**src/rtl/regfile_mp.sv**
```systemverilog
// regfile_mp: parametrised multi-port register file.
//   NREAD combinational read ports, two clocked write ports (port 1 wins on
//   an address collision), optional same-cycle write-to-read bypass, and
//   register 0 hardwired to zero. After reset a one-entry-per-cycle clear
//   sweep zeroes the array; ready stays low until the sweep finishes.
// Ports:
//   clk                      rising-edge clock
//   reset                    synchronous active-high reset
//   ready                    high once the clear sweep has completed
//   regwrite0/wa0/wd0        write port 0 (enable, address, data)
//   regwrite1/wa1/wd1        write port 1 (enable, address, data), higher priority
//   ra  [NREAD*REGBITS-1:0]  packed read addresses, port k at [k*REGBITS +: REGBITS]
//   rd  [NREAD*WIDTH-1:0]    packed read data,      port k at [k*WIDTH +: WIDTH]
module regfile_mp #(
  parameter int unsigned WIDTH   = 32,
  parameter int unsigned REGBITS = 5,
  parameter int unsigned NREAD   = 2,
  parameter int unsigned BYPASS  = 1
) (
  input  logic                     clk,
  input  logic                     reset,
  output logic                     ready,
  input  logic                     regwrite0,
  input  logic [REGBITS-1:0]       wa0,
  input  logic [WIDTH-1:0]         wd0,
  input  logic                     regwrite1,
  input  logic [REGBITS-1:0]       wa1,
  input  logic [WIDTH-1:0]         wd1,
  input  logic [NREAD*REGBITS-1:0] ra,
  output logic [NREAD*WIDTH-1:0]   rd
);

  localparam int unsigned DEPTH = 1 << REGBITS;

  typedef enum logic {
    ST_CLEAR = 1'b0,
    ST_RUN   = 1'b1
  } state_t;

  state_t             r_state;
  logic [REGBITS-1:0] r_clr_cnt;
  logic [WIDTH-1:0]   r_mem [DEPTH];

  logic w_we0;
  logic w_we1;

  // Writes to address 0 are dropped so entry 0 keeps its cleared value.
  assign w_we0 = regwrite0 && (wa0 != '0);
  assign w_we1 = regwrite1 && (wa1 != '0);

  assign ready = (r_state == ST_RUN);

  // Sweep control: restart from entry 0 on every reset, go live after N-1.
  always_ff @(posedge clk) begin
    if (reset) begin
      r_state   <= ST_CLEAR;
      r_clr_cnt <= '0;
    end else begin
      case (r_state)
        ST_CLEAR: begin
          r_clr_cnt <= r_clr_cnt + REGBITS'(1);
          if (r_clr_cnt == REGBITS'(DEPTH - 1)) begin
            r_state <= ST_RUN;
          end
        end
        ST_RUN: r_state <= ST_RUN;
        default: r_state <= ST_CLEAR;
      endcase
    end
  end

  // Storage: sweep zeroes one entry per cycle; user writes only when live.
  // Port 1 is assigned last so it wins when both ports hit the same entry.
  always_ff @(posedge clk) begin
    if (!reset) begin
      if (r_state == ST_CLEAR) begin
        r_mem[r_clr_cnt] <= '0;
      end else begin
        if (w_we0) begin
          r_mem[wa0] <= wd0;
        end
        if (w_we1) begin
          r_mem[wa1] <= wd1;
        end
      end
    end
  end

  // Read ports: forced to zero while not ready or for address 0; bypass
  // priority mirrors write priority so forwarded data equals next stored data.
  for (genvar k = 0; k < NREAD; k++) begin : g_rd
    logic [REGBITS-1:0] w_a;
    logic [WIDTH-1:0]   w_d;

    assign w_a = ra[k*REGBITS +: REGBITS];

    always_comb begin
      w_d = r_mem[w_a];
      if (!ready || (w_a == '0)) begin
        w_d = '0;
      end else if ((BYPASS != 0) && regwrite1 && (wa1 == w_a)) begin
        w_d = wd1;
      end else if ((BYPASS != 0) && regwrite0 && (wa0 == w_a)) begin
        w_d = wd0;
      end
    end

    assign rd[k*WIDTH +: WIDTH] = w_d;
  end

endmodule

```
**config.mk**
```make
export PLATFORM = sky130hd
export DESIGN_NAME = regfile_mp
export DESIGN_NICKNAME = d
export VERILOG_FILES = /design/src/rtl/regfile_mp.sv
export SDC_FILE = /design/constraint.sdc
export NUM_CORES = 2
export LEC_CHECK = 0
export CAP_MARGIN = 20
export CORE_MARGIN = 3
export CORE_UTILIZATION = 30
export CTS_CLUSTER_SIZE = 14
export DETAILED_ROUTE_END_ITERATION = 10
export HOLD_SLACK_MARGIN = 0.02
export PLACE_DENSITY = 0.52
export SYNTH_ARGS = -nofsm -noshare
export SYNTH_HDL_FRONTEND = slang
export SYNTH_SLANG_ARGS = --single-unit
export TNS_END_PERCENT = 100
```
**constraint.sdc**
```tcl
create_clock -name clk -period 4.7 [get_ports clk]
set_input_delay 0.94 -clock clk [delete_from_list [all_inputs] [get_ports clk]]
set_output_delay 0.94 -clock clk [all_outputs]
set_load 0.005 [all_outputs]
```
==> flow_summary.ini <==
[synthesis]
avgSynthCellArea_um2 = 11.6
ys_seq_area_share_pct = 51.5
yosysMostFrequentCell = nand2_1
synth.area.top_cells = edfxtp_1 (51%), mux4_2 (17%), o21ai_0 (8.4%), nand2_1 (7.0%), mux2i_1 (3.0%)
yosysTopAreaCellShare_pct = 51.3
syn_nets = 5236
ys_seq_elements = 1030
syn_area_mm2 = 0.0599
yosys_warnings = 0
synth_edf_count = 1024
synth_flop_cell = edfxtp_1
synthArstFlopShare_pct = 0
yosysTopAreaCell = edfxtp_1
yosys-top-cells-count = nand2_1 (1111), edfxtp_1 (1024), o21ai_0 (1004), mux4_2 (453), clkbuf_1 (434)
syn-instance-count = 5146
synth_cell_types = 58

[global_route]
antenna_found_initial = 8
overflow = 0
globalRouteTotalUtil_pct = 22.9
grt_pass1_vias = 45200
grt_pass1_wl_um = 339000
grt_max_degree = 65

[final_layout]
area_delta_synth_final_pct = 20.1
fin_util_pct = 36.3
final_nets = 5332
stdcell_area_mm2 = 0.0719
stdcell_count = 7973
drive_above_1_share_pct = 23.3

[power_and_ir_drop]
peakVddDrop_mv = 0.303
p_leak_nw = 21.8
powerDensity_mw_per_mm2 = 289

[drt]
met1Wirelength_um = 90200
wire_per_inst_um = 30.1
dr_wl_met2_um = 116000
drt_iter0_markers = 5223
num_vias = 45900
drt-total-wl_um = 240000
drc_errors = 0
top_layer = met5
wl_met3_um = 19100
final_antenna_net_count = 0
via_per_inst = 5.76
dr.pass1.iters = 7

[timing]
final_hold_viol_count = 0
worst_pin_slew_ns = 0.984
max_freq_mhz = 212
fin_ws_ns = -0.00630
setup_tns_ns = -0.00630
rsz0062_at_grt = true
slew_violations = 0
min_period_ns = 4.71
setup_viol = 1
holdWs_ns = 0.570
min_period_over_period_pct = 100
fin_skew_ns = 0.0360
slew_headroom_pct = 34.2

[clocking]
clk_path_buf_depth = 3
cts_tree = yes
root_buffer = clkbuf_16
cts.sinks = 1030
cts_buffers = 109
clkLatencyLatePin_ns = 0.76
hold_buffers = 0
clk_pin_slew_worst_paths_ns = 0.06
h-tree-depth = 3

[placed_design]
dp_cells = 7764
post-dp-hpwl_um = 153000
portBuffers = 152
gp_congestion = 0.978
dpl-instance-area_mm2 = 0.0682

[floorplanning]
core.rowCount = 163
initial_core_util_pct = 30.3
core-area_mm2 = 0.198
die-area_mm2 = 0.205
die_h_um = 453
ios = 153
die_w_um = 453

[critical_path]
cp_common_cell = clkdlybuf4s50_1
cp_slowest_cell = clkdlybuf4s50_1
cp_cell_sequence = clkdlybuf4s50_1 > xor2_1 > nor4_2 > and3_2 > or4_4 > buf_6 > buf_4 > o211ai_1 > clkdlybuf4s50_1
critPathMaxStageDelay_ns = 0.58
critPathArrivalTime_ns = 3.77
worstSetupPathType = input port to primary output
required_ns = 3.76
end_kind = primary output
worstPathMaxFanout = 8
cp-start-kind = input port

[run]
max-cap-violations = 0

[outcome]
run_status = finished with violations
violations = setup timing

[worst_hold_path]
min_path_type = flip-flop to flip-flop
## layer usage
layer  track usage, %  vias up
met3             3.51      564
met2             38.3     2361
li1                 -    19800
met1             28.3    23200
met5                0        -
met4             12.6        8
## where the power goes
group	switching (mW)	total, mW	internal (mW)
sequential	0.0269	10.0	10.0
clock	3.83	8.69	4.86
combinational	1.22	2.06	0.834
## layout make-up
cell class	count	area (µm²)
Tap cell	2640	3300
Clock inverter	61	531
Antenna cell	3	7.51
Clock buffer	138	2920
Fill cell	18900	126000
Timing Repair Buffer	637	7140
Sequential cell	1030	30900
Inverter	35	131
Multi-Input combinational cell	3429	27000
## kinds of logic (layout without fill, tap and decap cells)
family / count (synthesis) / after routing / synth area share (%)
flip-flops: 1030 / 1030 / 51.5
AO/OA/AOI/OAI: 1449 / 1449 / 14.0
buffers and inverters: 687 / 871 / 4.89
XOR/XNOR: 23 / 23 / 0.336
other: 0 / 3 / 0
AND/OR/NAND/NOR: 1287 / 1287 / 8.54
adder cells (fa/ha/maj): 2 / 2 / 0.0418
multiplexers: 668 / 668 / 20.7
## flip-flops by register name, indices dropped and copies added (netlist names)
register	flops
ready	1
r_mem	1024
r_clr_cnt	5
## critical path: cells and delay by family
| kind | cells | cell delay (ns) |
|---|---|---|
| buffers and inverters | 4 | 1.43 |
| AND/OR/NAND/NOR | 3 | 0.86 |
| AO/OA/AOI/OAI | 1 | 0.35 |
| XOR/XNOR | 1 | 0.20 |
## final timing paths
kind | endpoint | startpoint | cells after the start | slack (ns)
max | rd[2] | wa0[1] | 9 | -0.006
min reg2reg | r_clr_cnt[4] | r_clr_cnt[4] | 2 | 0.57
min | r_clr_cnt[4] | r_clr_cnt[4] | 2 | 0.57
max reg2reg | r_mem[14][14] | ready | 8 | 1.25
## stage by stage
step           power [mW]  setup WS, ns
2_1_floorplan        11.3         0.129
3_3_place_gp         12.3        -0.230
3_5_place_dp         12.3        -0.211
4_1_cts              20.9       0.00790
5_1_grt              21.3       -0.0241
6_report             20.8      -0.00630
## cell usage in the layout, fill, tap and decap left out, types with 113 or more instances in the layout
cell type,instances
clkbuf_16,113
edfxtp_1,1024
clkdlybuf4s50_1,135
buf_12,155
o21ai_0,1004
nand2_1,1110
buf_4,329
mux2i_1,180
mux4_2,453
## repair_timing
item	CTS	global route
pin swaps	2	11
setup endpoints to repair	6	38
resized for setup	7	35
setup buffers	0	8
(Power assumes the default switching activity.)
